--- src/rtl/fetch_unit.sv ---
// Instruction fetch stage: owns the PC, issues one imem request at a time,
// buffers the returned word and presents it to decode.
module fetch_unit #(
   parameter int                     PC_WIDTH  = 32,
   parameter logic [PC_WIDTH-1:0]    RESET_PC  = PC_WIDTH'(32'h0000_2000),
   parameter logic [31:0]            NOP_INSTR = 32'h0000_0013
) (
   input  logic                clk,
   input  logic                rst_n,
   output logic                imem_req_valid,
   output logic [PC_WIDTH-1:0] imem_req_addr,
   input  logic                imem_req_ready,
   input  logic                imem_resp_valid,
   input  logic [31:0]         imem_resp_data,
   output logic                id_valid,
   output logic [31:0]         id_instr,
   output logic [PC_WIDTH-1:0] id_pc,
   input  logic                id_ready,
   input  logic                redirect_valid,
   input  logic [PC_WIDTH-1:0] redirect_pc
);

   typedef enum logic [1:0] {
      BOOT,
      REQ,
      WAIT,
      HOLD
   } state_t;

   state_t              state_q;
   logic [PC_WIDTH-1:0] pc_q;
   logic [PC_WIDTH-1:0] ipc_q;
   logic [31:0]         instr_q;
   logic                drop_q;
   logic [PC_WIDTH-1:0] redir_pc;
   logic [PC_WIDTH-1:0] pc_inc;
   logic                req_fire;

   assign redir_pc = {redirect_pc[PC_WIDTH-1:2], 2'b00};
   assign pc_inc   = pc_q + PC_WIDTH'(4);

   assign id_valid       = (state_q == HOLD) && !redirect_valid;
   assign id_instr       = id_valid ? instr_q : NOP_INSTR;
   assign id_pc          = ipc_q;
   assign imem_req_valid = (state_q == REQ) || (id_valid && id_ready);
   assign imem_req_addr  = pc_q;
   assign req_fire       = imem_req_valid && imem_req_ready;

   always_ff @(posedge clk or negedge rst_n) begin
      if (!rst_n) begin
         state_q <= BOOT;
         pc_q    <= RESET_PC;
         ipc_q   <= RESET_PC;
         instr_q <= NOP_INSTR;
         drop_q  <= 1'b0;
      end else begin
         unique case (state_q)
            BOOT: begin
               state_q <= REQ;
               if (redirect_valid) pc_q <= redir_pc;
            end
            REQ: begin
               if (req_fire) begin
                  ipc_q   <= pc_q;
                  state_q <= WAIT;
                  // request already committed: its response is wrong-path
                  if (redirect_valid) begin
                     pc_q   <= redir_pc;
                     drop_q <= 1'b1;
                  end else begin
                     pc_q <= pc_inc;
                  end
               end else if (redirect_valid) begin
                  pc_q <= redir_pc;
               end
            end
            WAIT: begin
               if (imem_resp_valid) begin
                  drop_q  <= 1'b0;
                  state_q <= REQ;
                  if (redirect_valid) begin
                     pc_q <= redir_pc;
                  end else if (!drop_q) begin
                     instr_q <= imem_resp_data;
                     state_q <= HOLD;
                  end
               end else if (redirect_valid) begin
                  pc_q   <= redir_pc;
                  drop_q <= 1'b1;
               end
            end
            HOLD: begin
               if (redirect_valid) begin
                  pc_q    <= redir_pc;
                  state_q <= REQ;
               end else if (id_ready) begin
                  if (imem_req_ready) begin
                     ipc_q   <= pc_q;
                     pc_q    <= pc_inc;
                     state_q <= WAIT;
                  end else begin
                     state_q <= REQ;
                  end
               end
            end
            default: state_q <= BOOT;
         endcase
      end
   end

endmodule

--- config.mk ---
export PLATFORM = sky130hd
export DESIGN_NAME = fetch_unit
export DESIGN_NICKNAME = d
export VERILOG_FILES = /design/src/rtl/fetch_unit.sv
export SDC_FILE = /design/constraint.sdc
export NUM_CORES = 1
export LEC_CHECK = 0
export ABC_AREA = 1
export CORE_MARGIN = 3
export CORE_UTILIZATION = 47
export DETAILED_ROUTE_END_ITERATION = 7
export GPL_TIMING_DRIVEN = 0
export PLACE_DENSITY = 0.9
export SLEW_MARGIN = 25
export SYNTH_ARGS = -nofsm -noshare
export SYNTH_HDL_FRONTEND = slang
export SYNTH_SLANG_ARGS = --single-unit
export TNS_END_PERCENT = 30
--- constraint.sdc ---
create_clock -name clk -period 2.2 [get_ports clk]
set_input_delay 0.44 -clock clk [delete_from_list [all_inputs] [get_ports clk]]
set_output_delay 0.44 -clock clk [all_outputs]
set_load 0.005 [all_outputs]
[Word level (Yosys, flattened, before mapping)]
Cells that the tools add are included.
Operators by class
  bitwise gates (word level): 2
  equal/unequal tests: 10
  add/subtract/negate cells: 1
  multiplexer cells: 25
  reductions and logical operators: 14
Operators by type and width (count)
  $mux W32: 11
  $pmux W32 S3: 1
  $pmux W32 S2: 1
  $add A32 B3 Y32 const B: 1
  $mux W2: 7
  $ne A2 B2 Y1 const B: 5
  $pmux W2 S4: 1
  $ne A3 B3 Y1 const B: 2
  $reduce_and A5 Y1: 1
  $eq A2 B2 Y1 const B: 2
  $reduce_and A2 Y1: 2
  $reduce_and A4 Y1: 1
  $reduce_bool A2 Y1: 2
  $logic_and A1 B1 Y1: 3
  $mux W1: 3
  $reduce_and A3 Y1: 1
  $eq A2 B1 Y1 const B: 1
  $logic_not A2 Y1: 1
  $not A1 Y1: 2
  $pmux W1 S2: 1
  $reduce_or A2 Y1: 1
  $logic_not A1 Y1: 1
  $logic_or A1 B1 Y1: 1
Word-level totals
  word-level logic and storage cells: 57
  register bits after elaboration: 99
  input bits: 70
  output and inout bits: 98

[Logic depth before layout (Yosys ltp)]
Gate-level depths: netlist (run 1).
  depth after elaboration: 7
  depth in mapped cells: 10
  depth with buffers taken out: 10

[Worst setup path after synthesis (run 1)]
OpenSTA, ideal clock, no wires.
  path type: reg2reg
  start point: register pc_q[2] (netlist: imem_req_addr[2])
  end point: register pc_q[22] (netlist: imem_req_addr[22])
  arrival time: 1.485 ns
  period minus slack after synthesis: 1.598 ns
  data required time: 2.087 ns
  path buffers: 0
  stages on the path, launching flop included: 11
  setup time: 0.113 ns
  setup slack: 0.602 ns
  cell sequence: dfrtp_1 ha_1 nand3_1 nor2_1 nand3_1 inv_1 nand2_1 nand2_1 nand3_1 nand2_1 inv_1
Between the ends
  cells in the longest elaborated chain, start to end: 5
  elaborated cells between the ends (all ways): 7
  classes of those cells: 1 x add/sub; 6 x mux
RTL lines
  start: declaration: RTL line 31  | logic [PC_WIDTH-1:0] pc_q;
  start signal: assignment: RTL line 60  | if (redirect_valid) pc_q <= redir_pc;
  start signal: assignment: RTL line 68  | pc_q <= redir_pc;
  start signal: assignment: RTL line 71  | pc_q <= pc_inc;
  $add A32 B3 Y32 (*): RTL line 40  | assign pc_inc = pc_q + PC_WIDTH'(4);
  $mux W32: RTL line 97  | if (imem_req_ready) begin
  $mux W32: RTL line 96  | end else if (id_ready) begin
  $mux W32: RTL line 93  | if (redirect_valid) begin
  $pmux W32 S3 (*): RTL line 57  | unique case (state_q)
Every way passes the cells marked *; elsewhere a longest branch is shown, timed or not. The select of a mux whose other input is x is not followed.
A chain may end at the register's enable or synchronous reset.

[Final worst setup path (run 1)]
  start point: register state_q[1]
  end point: output id_instr[24]
Between the ends
  cells in the longest elaborated chain, start to end: 3
RTL lines
  start: declaration: RTL line 30  | state_t state_q;
  start signal: assignment: RTL line 51  | state_q <= BOOT;
  start signal: assignment: RTL line 59  | state_q <= REQ;
  start signal: assignment: RTL line 65  | state_q <= WAIT;
  $eq A2 B2 Y1: RTL line 42  | assign id_valid = (state_q == HOLD) && !redirect_valid;
  $logic_and A1 B1 Y1: RTL line 42
  $mux W32: RTL line 43  | assign id_instr = id_valid ? instr_q : NOP_INSTR;
  end: declaration: RTL line 16  | output logic [31:0] id_instr,
Every way passes these cells.

==> results.py, run 1 <==
metrics = {
    "run_status": {
        "status": "finished clean",
    },
    "synth": {
        "synth_seq_area_share_pct": 45.9,
        "synthFlopType": "dfrtp_1",
        "syn_inst": 726,
        "syn_avg_cell_area_um2": 7.46,
        "netlist_area_um2": 5410,
        "synth_edf_count": 0,
        "syn-num-nets": 797,
        "yosys_register_bits": 99,
        "synth-async-reset-ratio_pct": 100,
        "ys_types": 36,
        "synth_warnings": 0,
    },
    "floorplan": {
        "start_util_pct": 49.1,
        "io_pins": 168,
        "fp.dieH_um": 113,
        "rows": 38,
        "dieArea_um2": 12800,
        "core_um2": 11000,
        "die_w_um": 113,
    },
    "layout": {
        "syn2layout_area_growth_pct": 40.0,
        "multi_input_area_um2": 2400,
        "nFillCells": 926,
        "stdcell_count": 1051,
        "num-nets-final": 977,
        "layout_commonest_cell": "nand2_1",
        "register_area_um2": 2480,
        "diodes": 0,
        "drive_gt1_share_pct": 9.88,
        "final_cell_mix": "171 x nand2_1, 161 x clkdlybuf4s50_1, 138 x nor2_1, 93 x dfrtp_1, 91 x inv_1",
        "fin_util_pct": 68.7,
    },
    "placed_design": {
        "placed_cells": 1032,
        "place_congestion": 0.968,
        "io_buffers": 165,
        "post-place-ws_ns": -0.572,
        "dpl.hpwl_mm": 13.0,
    },
    "power": {
        "peakVddDrop_mv": 0.711,
        "clkPwrFrac_pct": 16.2,
        "switchingPower_uw": 3490,
        "internal-power_uw": 5510,
        "p_seq_share_pct": 36.0,
        "p_per_area_nw_per_um2": 1190,
        "swShare_pct": 38.8,
        "comb_power_share_pct": 47.8,
        "leakagePower_uw": 0.00359,
    },
    "worst_hold_path": {
        "holdCritPathClass": "register to register",
    },
    "critical_path": {
        "cp.arrival_ns": 1.73,
        "start_kind": "register",
        "worstSetupPathType": "register to output pin",
        "endpoint_kind": "output pin",
        "path_max_fanout": 10,
        "cp.required_ns": 1.76,
        "reg2reg_slack_ns": 0.22,
    },
    "timing": {
        "finalSetupTns_ns": 0,
        "worst_pin_slew_ns": 0.784,
        "finalSetupViolations": 0,
        "min_period_over_period_pct": 98.5,
        "period_minus_slack_ns": 2.17,
        "setup_ws_ns": 0.0319,
        "maxSlewViolCount": 0,
        "clock_skew_ns": 0.00626,
        "fmax_ghz": 0.461,
        "whs_ns": 0.481,
        "rsz0062_at_grt": "true",
        "hold_viol_final": 0,
        "max_slew_margin_pct": 47.7,
    },
    "clock_tree": {
        "cts_tree": "built",
        "cts_made_buffers": 9,
        "path_clk_slew_ns": 0.07,
        "cts.root.buffer_cell": "clkbuf_16",
        "clkSinkCount": 99,
        "worstSkewPairLatency_ns": 0.34,
        "cts_max_level": 3,
        "cts_max_path_buffers": 2,
    },
    "grt": {
        "antenna_found_initial": 0,
        "grt_overflow": 0,
        "grt_pass1_vias": 5394,
        "use_met2_pct": 43.1,
        "busiest_layer": "met2",
        "grt_max_degree": 72,
        "gr-usage-all-layers_pct": 26.8,
        "use_met1_pct": 37.1,
        "grt_util_met3_pct": 4.17,
        "grt_first_pass_wirelength_mm": 27.4,
    },
    "drt": {
        "via_count": 5589,
        "routed_wl_mm": 17.3,
        "ant_nets": 0,
        "routed_via_density": 5.32,
        "wl_per_cell_um": 16.5,
        "dr.pass1.iters": 7,
        "drt_iter0_markers": 504,
        "drc": 0,
    },
    "run": {
        "cap_violations": 0,
    },
}
layer usage:
| layer | share of wire (%) | vias to the layer above | wire length (um) |
|---|---|---|---|
| met4 | 2.6 | 0 | 443 |
| li1 | - | 2657 | - |
| met5 | 0 | - | 0 |
| met1 | 42 | 2627 | 7340 |
| met2 | 48 | 272 | 8290 |
| met3 | 7.3 | 33 | 1270 |
power groups by stage:
stage / combinational, uW / sequential [uW] / clock [uW]
after CTS: 4300 / 3220 / 1460
after detailed placement: 4230 / 3250 / 0
after global placement: 4120 / 3220 / 0
final: 4300 / 3240 / 1460
after global routing: 4710 / 3330 / 1530
after floorplan: 2090 / 3150 / 0
worst paths after layout:
check	depth (start not counted)	start	endpoint
setup / recovery	4	state_q[1]	id_instr[24]
min in group asynchronous	2	rst_n	id_pc[9]
max in group asynchronous	3	rst_n	instr_q[4]
hold reg to reg	2	id_pc[24]	id_pc[24]
setup reg to reg	10	imem_req_addr[2]	imem_req_addr[22]
hold / removal	2	id_pc[24]	id_pc[24]
stage by stage:
| stage | cell area [um^2] | power (uW) |
|---|---|---|
| 3_5_place_dp | 7270 | 7490 |
| 5_1_grt | 7580 | 9570 |
| 6_report | 7580 | 8990 |
| 2_1_floorplan | 5410 | 5240 |
| 3_3_place_gp | 7240 | 7350 |
| 4_1_cts | 7570 | 8980 |
Yosys cell counts (3+ instances only):
master,count,share of area (%)
a21oi_1,49,4.5
nand3_1,45,4.2
buf_4,3,0.42
o21ai_0,23,2.1
o21ai_2,23,3.7
clkbuf_1,8,0.55
or2_2,8,0.92
o211ai_2,6,1.4
dfrtp_1,94,43
buf_1,5,0.35
dfstp_2,5,2.4
mux2_2,3,0.62
nand2_1,171,12
nand3b_1,5,0.69
o21ai_1,7,0.65
buf_2,5,0.46
xor2_1,3,0.49
o211ai_1,5,0.69
buf_6,7,1.5
nor2_1,139,9.6
inv_1,91,6.3
repair_timing:
item                       in CTS  in global routing
setup endpoints to repair      34                 22
hold buffers                    1                  0
gates resized for setup        10                  3
hold endpoints to repair       26                  0
setup buffers                   2                  0
worst max-delay path, stage by stage (launching register included):
cell	delay [ns]
dfrtp_1	0.41
nand3_4	0.12
buf_2	0.20
nor2_1	0.11
clkdlybuf4s50_1	0.54
layout make-up:
type                       count  area share, %
timing repair buffer         169           22.5
clock inverter                 4          0.363
inverter                      94           4.69
sequential                    99           32.8
clock buffer                  12           3.12
tap                          140           2.31
buffer                        28           2.44
multi-input combinational    505           31.7
registers in the layout (all words and copies together), names as in the netlist:
register       cells
id_pc             32
imem_req_addr     32
instr_q           32
state_q            2
drop_q             1
cell families (layout without fill, tap and decap cells):
group | after synthesis | count (layout) | share of synthesized area, %
AOI/OAI and AO/OA | 123 | 123 | 14.6
xor gates and xnor gates | 3 | 3 | 0.486
adders and majority gates | 1 | 1 | 0.231
buffers and inverters | 122 | 307 | 9.80
DFF | 99 | 99 | 45.9
muxes | 3 | 3 | 0.624
and+or+nand+nor | 375 | 375 | 28.3
No activity file was read; power rests on OpenSTA's default activity.
==> inputs of run 2 (changes only) <==
ABC_CLOCK_PERIOD_IN_PS = 2200   (was unset)
CORE_MARGIN = 1   (was 3)
==> run 2 against run 1 <==
  * Utilization up 0.75 points
  * Count of clock-buffer cells in the layout grew 2
  * Die area is 6.9% lower
  * Worst hold slack lost 0.0066 ns
  * Sequential cell count did not move
  * First-iteration DRC count up 5.0%
==> results.py, run 2 (synthesis results as in run 1) <==
metrics = {
    "run_status": {
        "status": "finished clean",
    },
    "floorplan": {
        "fp.dieH_um": 109,
        "die_w_um": 109,
        "rows": 38,
        "io_pins": 168,
        "dieArea_um2": 11900,
        "start_util_pct": 49.1,
        "core_um2": 11000,
    },
    "layout": {
        "final_cell_mix": "171 x nand2_1, 146 x clkdlybuf4s50_1, 138 x nor2_1, 93 x dfrtp_1, 91 x inv_1",
        "stdcell_count": 1050,
        "diodes": 0,
        "layout_commonest_cell": "nand2_1",
        "drive_gt1_share_pct": 9.67,
        "final_cell_area_um2": 7660,
        "syn2layout_area_growth_pct": 41.5,
        "num-nets-final": 976,
    },
    "grt": {
        "grt_first_pass_wirelength_mm": 26.4,
        "gr-usage-all-layers_pct": 29.4,
        "grt_pass1_vias": 5315,
        "grt_overflow": 0,
        "grt_max_degree": 75,
        "antenna_found_initial": 0,
    },
    "critical_path": {
        "worstSetupPathType": "register to output pin",
        "start_kind": "register",
        "cp.arrival_ns": 1.71,
        "reg2reg_slack_ns": 0.25,
        "cp.required_ns": 1.76,
        "cp-endpoint": "id_instr[9]",
        "path_max_fanout": 10,
        "cp-startpoint": "state_q[0]",
        "rr_startpoint": "imem_req_addr[3]",
        "timing.rr.end": "imem_req_addr[22]",
        "r2r_cells": 10,
        "endpoint_kind": "output pin",
    },
    "run": {
        "cap_violations": 0,
    },
    "timing": {
        "clock_skew_ns": 0.00725,
        "setup_ws_ns": 0.0528,
        "rsz0062_at_grt": "true",
        "period_minus_slack_ns": 2.15,
        "worst_pin_slew_ns": 0.846,
        "min_period_over_period_pct": 97.6,
        "finalSetupViolations": 0,
        "max_slew_margin_pct": 43.6,
        "fmax_ghz": 0.466,
        "hold_viol_final": 0,
        "finalSetupTns_ns": 0,
        "maxSlewViolCount": 0,
    },
    "drt": {
        "drc": 0,
        "routed_via_density": 5.29,
        "drt_iter0_markers": 529,
        "routed_wl_mm": 17.0,
        "wl_per_cell_um": 16.2,
        "via_count": 5559,
        "ant_nets": 0,
        "dr.pass1.iters": 7,
    },
    "placed_design": {
        "io_buffers": 165,
        "placed_cells": 1032,
        "postPlaceCellArea_um2": 7270,
        "dpl.hpwl_mm": 12.5,
        "post-place-ws_ns": -0.514,
        "place_congestion": 0.952,
    },
    "clock_tree": {
        "cts.root.buffer_cell": "clkbuf_16",
        "cts_made_buffers": 9,
        "cts_max_level": 3,
        "path_clk_slew_ns": 0.07,
        "worstSkewPairLatency_ns": 0.35,
        "cts_tree": "built",
        "clkSinkCount": 99,
        "cts_max_path_buffers": 2,
    },
    "power": {
        "p_seq_share_pct": 35.3,
        "switchingPower_uw": 3460,
        "internal-power_uw": 5740,
        "leakagePower_uw": 0.00386,
        "swShare_pct": 37.6,
        "peakVddDrop_mv": 0.837,
        "clkPwrFrac_pct": 18.6,
        "comb_power_share_pct": 46.1,
        "p_per_area_nw_per_um2": 1200,
    },
    "worst_hold_path": {
        "holdCritPathClass": "register to register",
    },
}
-- run 2: changes by cell type in the layout (fill, tap and decap cells not counted), sizes merged, moves of 2 or more --
cell,before,now
bufinv,0,2
clkbuf,20,23
clkdlybuf4s50,161,146
clkinvlp,3,0
dlymetal6s2s,1,15
-- run 2: final cells by class --
class / instances / area, um^2
buffer: 28 / 198
clock buffer: 14 / 254
clock inverter: 2 / 60.1
fill: 914 / 3370
inverter: 94 / 355
multi-input combinational: 505 / 2400
sequential: 99 / 2480
tap: 140 / 175
timing repair buffer: 168 / 1730
-- run 2: per-stage QoR --
| step | util, % | total power (uW) | hold slack, ns |
|---|---|---|---|
| floorplan | - | 5240 | 0.144 |
| global placement | 65.6 | 7320 | 0.461 |
| detailed placement | 65.9 | 7460 | 0.321 |
| CTS | 69.0 | 9210 | 0.474 |
| global route | 69.4 | 9810 | 0.492 |
| finish | 69.4 | 9210 | 0.475 |
-- run 2: repair_timing --
action / in CTS / in global routing
buffers inserted: 1 / 0
hold buffers: 1 / 0
setup endpoints to repair: 34 / 25
resized for setup: 9 / 25
pin swaps: 0 / 0
hold endpoints to repair: 24 / 0
-- run 2: worst min path at each step --
stage,from,to,slack (ns),cells past startpoint
3_5_place_dp,rst_n,imem_req_addr[1],0.32,1
2_1_floorplan,rst_n,drop_q,0.14,0
4_1_cts,id_pc[5],id_pc[5],0.47,2
6_report,id_pc[5],id_pc[5],0.47,2
3_3_place_gp,id_pc[3],id_pc[3],0.46,2
5_1_grt,id_pc[5],id_pc[5],0.49,2
-- run 2: critical path, stage by stage (launching register included) --
cell	delay, ns
dfrtp_2	0.43
nand3_4	0.13
buf_6	0.16
nor2_1	0.10
clkdlybuf4s50_1	0.53
-- run 2: per-layer routing --
metal / up-vias / track usage, % / part of all wire [%]
met5: - / 0 / 0
met4: 0 / 12.5 / 3.2
met3: 49 / 6.82 / 8.6
met2: 271 / 46.3 / 47
met1: 2597 / 38.8 / 41
li1: 2642 / - / -
-- run 2: power groups by stage --
stage          combinational, uW  clock (uW)  sequential (uW)
6_report                    4240        1710             3250
4_1_cts                     4240        1730             3240
5_1_grt                     4660        1800             3340
3_5_place_dp                4200           0             3260
2_1_floorplan               2090           0             3150
3_3_place_gp                4090           0             3230
==> inputs of run 3 (changes only) <==
SETUP_SLACK_MARGIN = 0.5   (was unset)
==> run 3 against run 2 <==
  * Clock skew grew 0.0010 ns
  * Sequential power up 1%
  * First-iteration DRC count rose by 9.3%
  * Critical path depth rose by 1
  * Non-clock buffer count grew 27
  * Worst hold slack worse by 0.0056 ns
  * Largest power group unchanged
==> results.py, run 3 (synthesis results as in run 1) <==
metrics = {
    "run_status": {
        "status": "finished clean",
    },
    "drt": {
        "wl_per_cell_um": 17.3,
        "dr.pass1.iters": 6,
        "via_count": 5964,
        "drt_iter0_markers": 578,
        "routed_wl_mm": 18.7,
        "drc": 0,
        "routed_via_density": 5.53,
        "ant_nets": 0,
    },
    "timing": {
        "clock_skew_ns": 0.00826,
        "maxSlewViolCount": 0,
        "worst_pin_slew_ns": 0.816,
        "period_minus_slack_ns": 1.96,
        "fmax_ghz": 0.510,
        "hold_viol_final": 0,
        "finalSetupTns_ns": 0,
        "min_period_over_period_pct": 89.2,
        "finalSetupViolations": 0,
        "whs_ns": 0.469,
        "max_slew_margin_pct": 45.6,
        "rsz0062_at_grt": "true",
    },
    "layout": {
        "diodes": 0,
        "final_cell_mix": "165 x nand2_1, 127 x clkdlybuf4s50_1, 112 x nor2_1, 88 x inv_1, 86 x dfrtp_1",
        "fin_util_pct": 73.1,
        "drive_gt1_share_pct": 21.3,
        "final_cell_area_um2": 8070,
        "num-nets-final": 1004,
        "syn2layout_area_growth_pct": 49.0,
        "layout_commonest_cell": "nand2_1",
    },
    "clock_tree": {
        "worstSkewPairLatency_ns": 0.35,
        "cts_max_path_buffers": 2,
        "cts_max_level": 3,
        "cts_tree": "built",
        "clkSinkCount": 99,
        "cts.root.buffer_cell": "clkbuf_16",
        "cts_made_buffers": 9,
        "path_clk_slew_ns": 0.06,
    },
    "power": {
        "p_per_area_nw_per_um2": 1230,
        "peakVddDrop_mv": 0.884,
        "leakagePower_uw": 0.00387,
    },
    "grt": {
        "gr-usage-all-layers_pct": 30.1,
        "grt_overflow": 0,
        "antenna_found_initial": 0,
        "grt_max_degree": 75,
        "grt_pass1_vias": 5460,
        "grt_first_pass_wirelength_mm": 27.0,
    },
    "run": {
        "cap_violations": 0,
    },
    "floorplan": {
        "core_um2": 11000,
        "fp.dieH_um": 109,
        "die_w_um": 109,
        "dieArea_um2": 11900,
        "io_pins": 168,
        "rows": 38,
        "start_util_pct": 49.1,
    },
    "worst_hold_path": {
        "holdCritPathClass": "register to register",
        "hold_depth": 2,
        "hp-start": "id_pc[5]",
        "min_to": "id_pc[5]",
    },
    "placed_design": {
        "io_buffers": 165,
        "dpl.hpwl_mm": 12.5,
        "postPlaceCellArea_um2": 7270,
        "place_congestion": 0.952,
    },
    "critical_path": {
        "crit_chain": "nand3_4 -> buf_6 -> buf_6 -> or2_4 -> buf_6",
        "cpMostUsedCell": "buf_6",
        "cpPeakStageDelay_ns": 0.42,
        "start_kind": "register",
        "worstSetupPathType": "register to output pin",
        "timing.rr.end": "imem_req_addr[14]",
        "endpoint_kind": "output pin",
        "rr_startpoint": "imem_req_addr[13]",
        "reg2reg_slack_ns": 0.40,
        "cp.arrival_ns": 1.52,
        "cp_slowest_cell": "dfrtp_1",
        "path_max_fanout": 5,
        "r2r_cells": 9,
        "cp.required_ns": 1.76,
    },
}
==> run 3: layer usage <==
metal | vias up | share of wire [%] | track usage, %
li1 | 2709 | - | -
met1 | 2820 | 39 | 39.7
met2 | 365 | 47 | 46.9
met3 | 70 | 10 | 6.70
met4 | 0 | 4.0 | 14.5
met5 | - | 0 | 0
==> run 3: how the worst max path moves through the flow <==
stage	start	endpoint	slack [ns]	depth (start not counted)
final	state_q[1]	id_instr[4]	0.24	5
after global routing	state_q[1]	id_instr[17]	0.18	6
after CTS	state_q[1]	id_instr[4]	0.26	5
after detailed placement	redirect_valid	id_instr[4]	-0.51	6
after global placement	rst_n	instr_q[24]	-3.08	1
after floorplan	imem_req_addr[2]	imem_req_addr[22]	0.60	10
==> run 3: through the flow <==
step | total power [uW] | cells | setup WS [ns]
4_1_cts | 9300 | 1064 | 0.262
6_report | 9910 | 1078 | 0.238
3_3_place_gp | 7320 | 1031 | -3.08
2_1_floorplan | 5240 | 726 | 0.602
3_5_place_dp | 7460 | 1032 | -0.514
5_1_grt | 10500 | 1078 | 0.181
==> run 3: what timing repair did <==
| action | 4_1_cts | 5_1_grt |
|---|---|---|
| gates resized for setup | 164 | 81 |
| hold buffers | 1 | 0 |
| pin swaps | 4 | 8 |
| endpoints found under the setup margin | 147 | 161 |
| cloned | 2 | 4 |
| buffers inserted | 13 | 10 |
| endpoints found under the hold margin | 24 | 0 |
==> run 3: worst max-delay path, delay by kind of cell, from the launching register on <==
| family | cells | cell delay [ns] |
|---|---|---|
| buf+inv | 3 | 0.39 |
| flops | 1 | 0.42 |
| simple gates | 2 | 0.36 |
==> run 3: area by class of cell <==
cell class	instances	area (um^2)
Timing Repair Buffer	195	1870
Sequential cell	99	2490
Multi-Input combinational cell	505	2600
Clock inverter	2	60.1
Clock buffer	14	254
Tap cell	140	175
Fill cell	817	2960
Buffer	28	244
Timing Repair inverter	1	11.3
Inverter	94	365
==> run 3: where the power goes <==
| part | internal, uW | switching [uW] | leakage [uW] |
|---|---|---|---|
| Combinational | 2440 | 2460 | 0.00261 |
| Clock | 1030 | 681 | 0.000151 |
| Sequential | 2600 | 694 | 0.00111 |
| Total | 6070 | 3840 | 0.00387 |
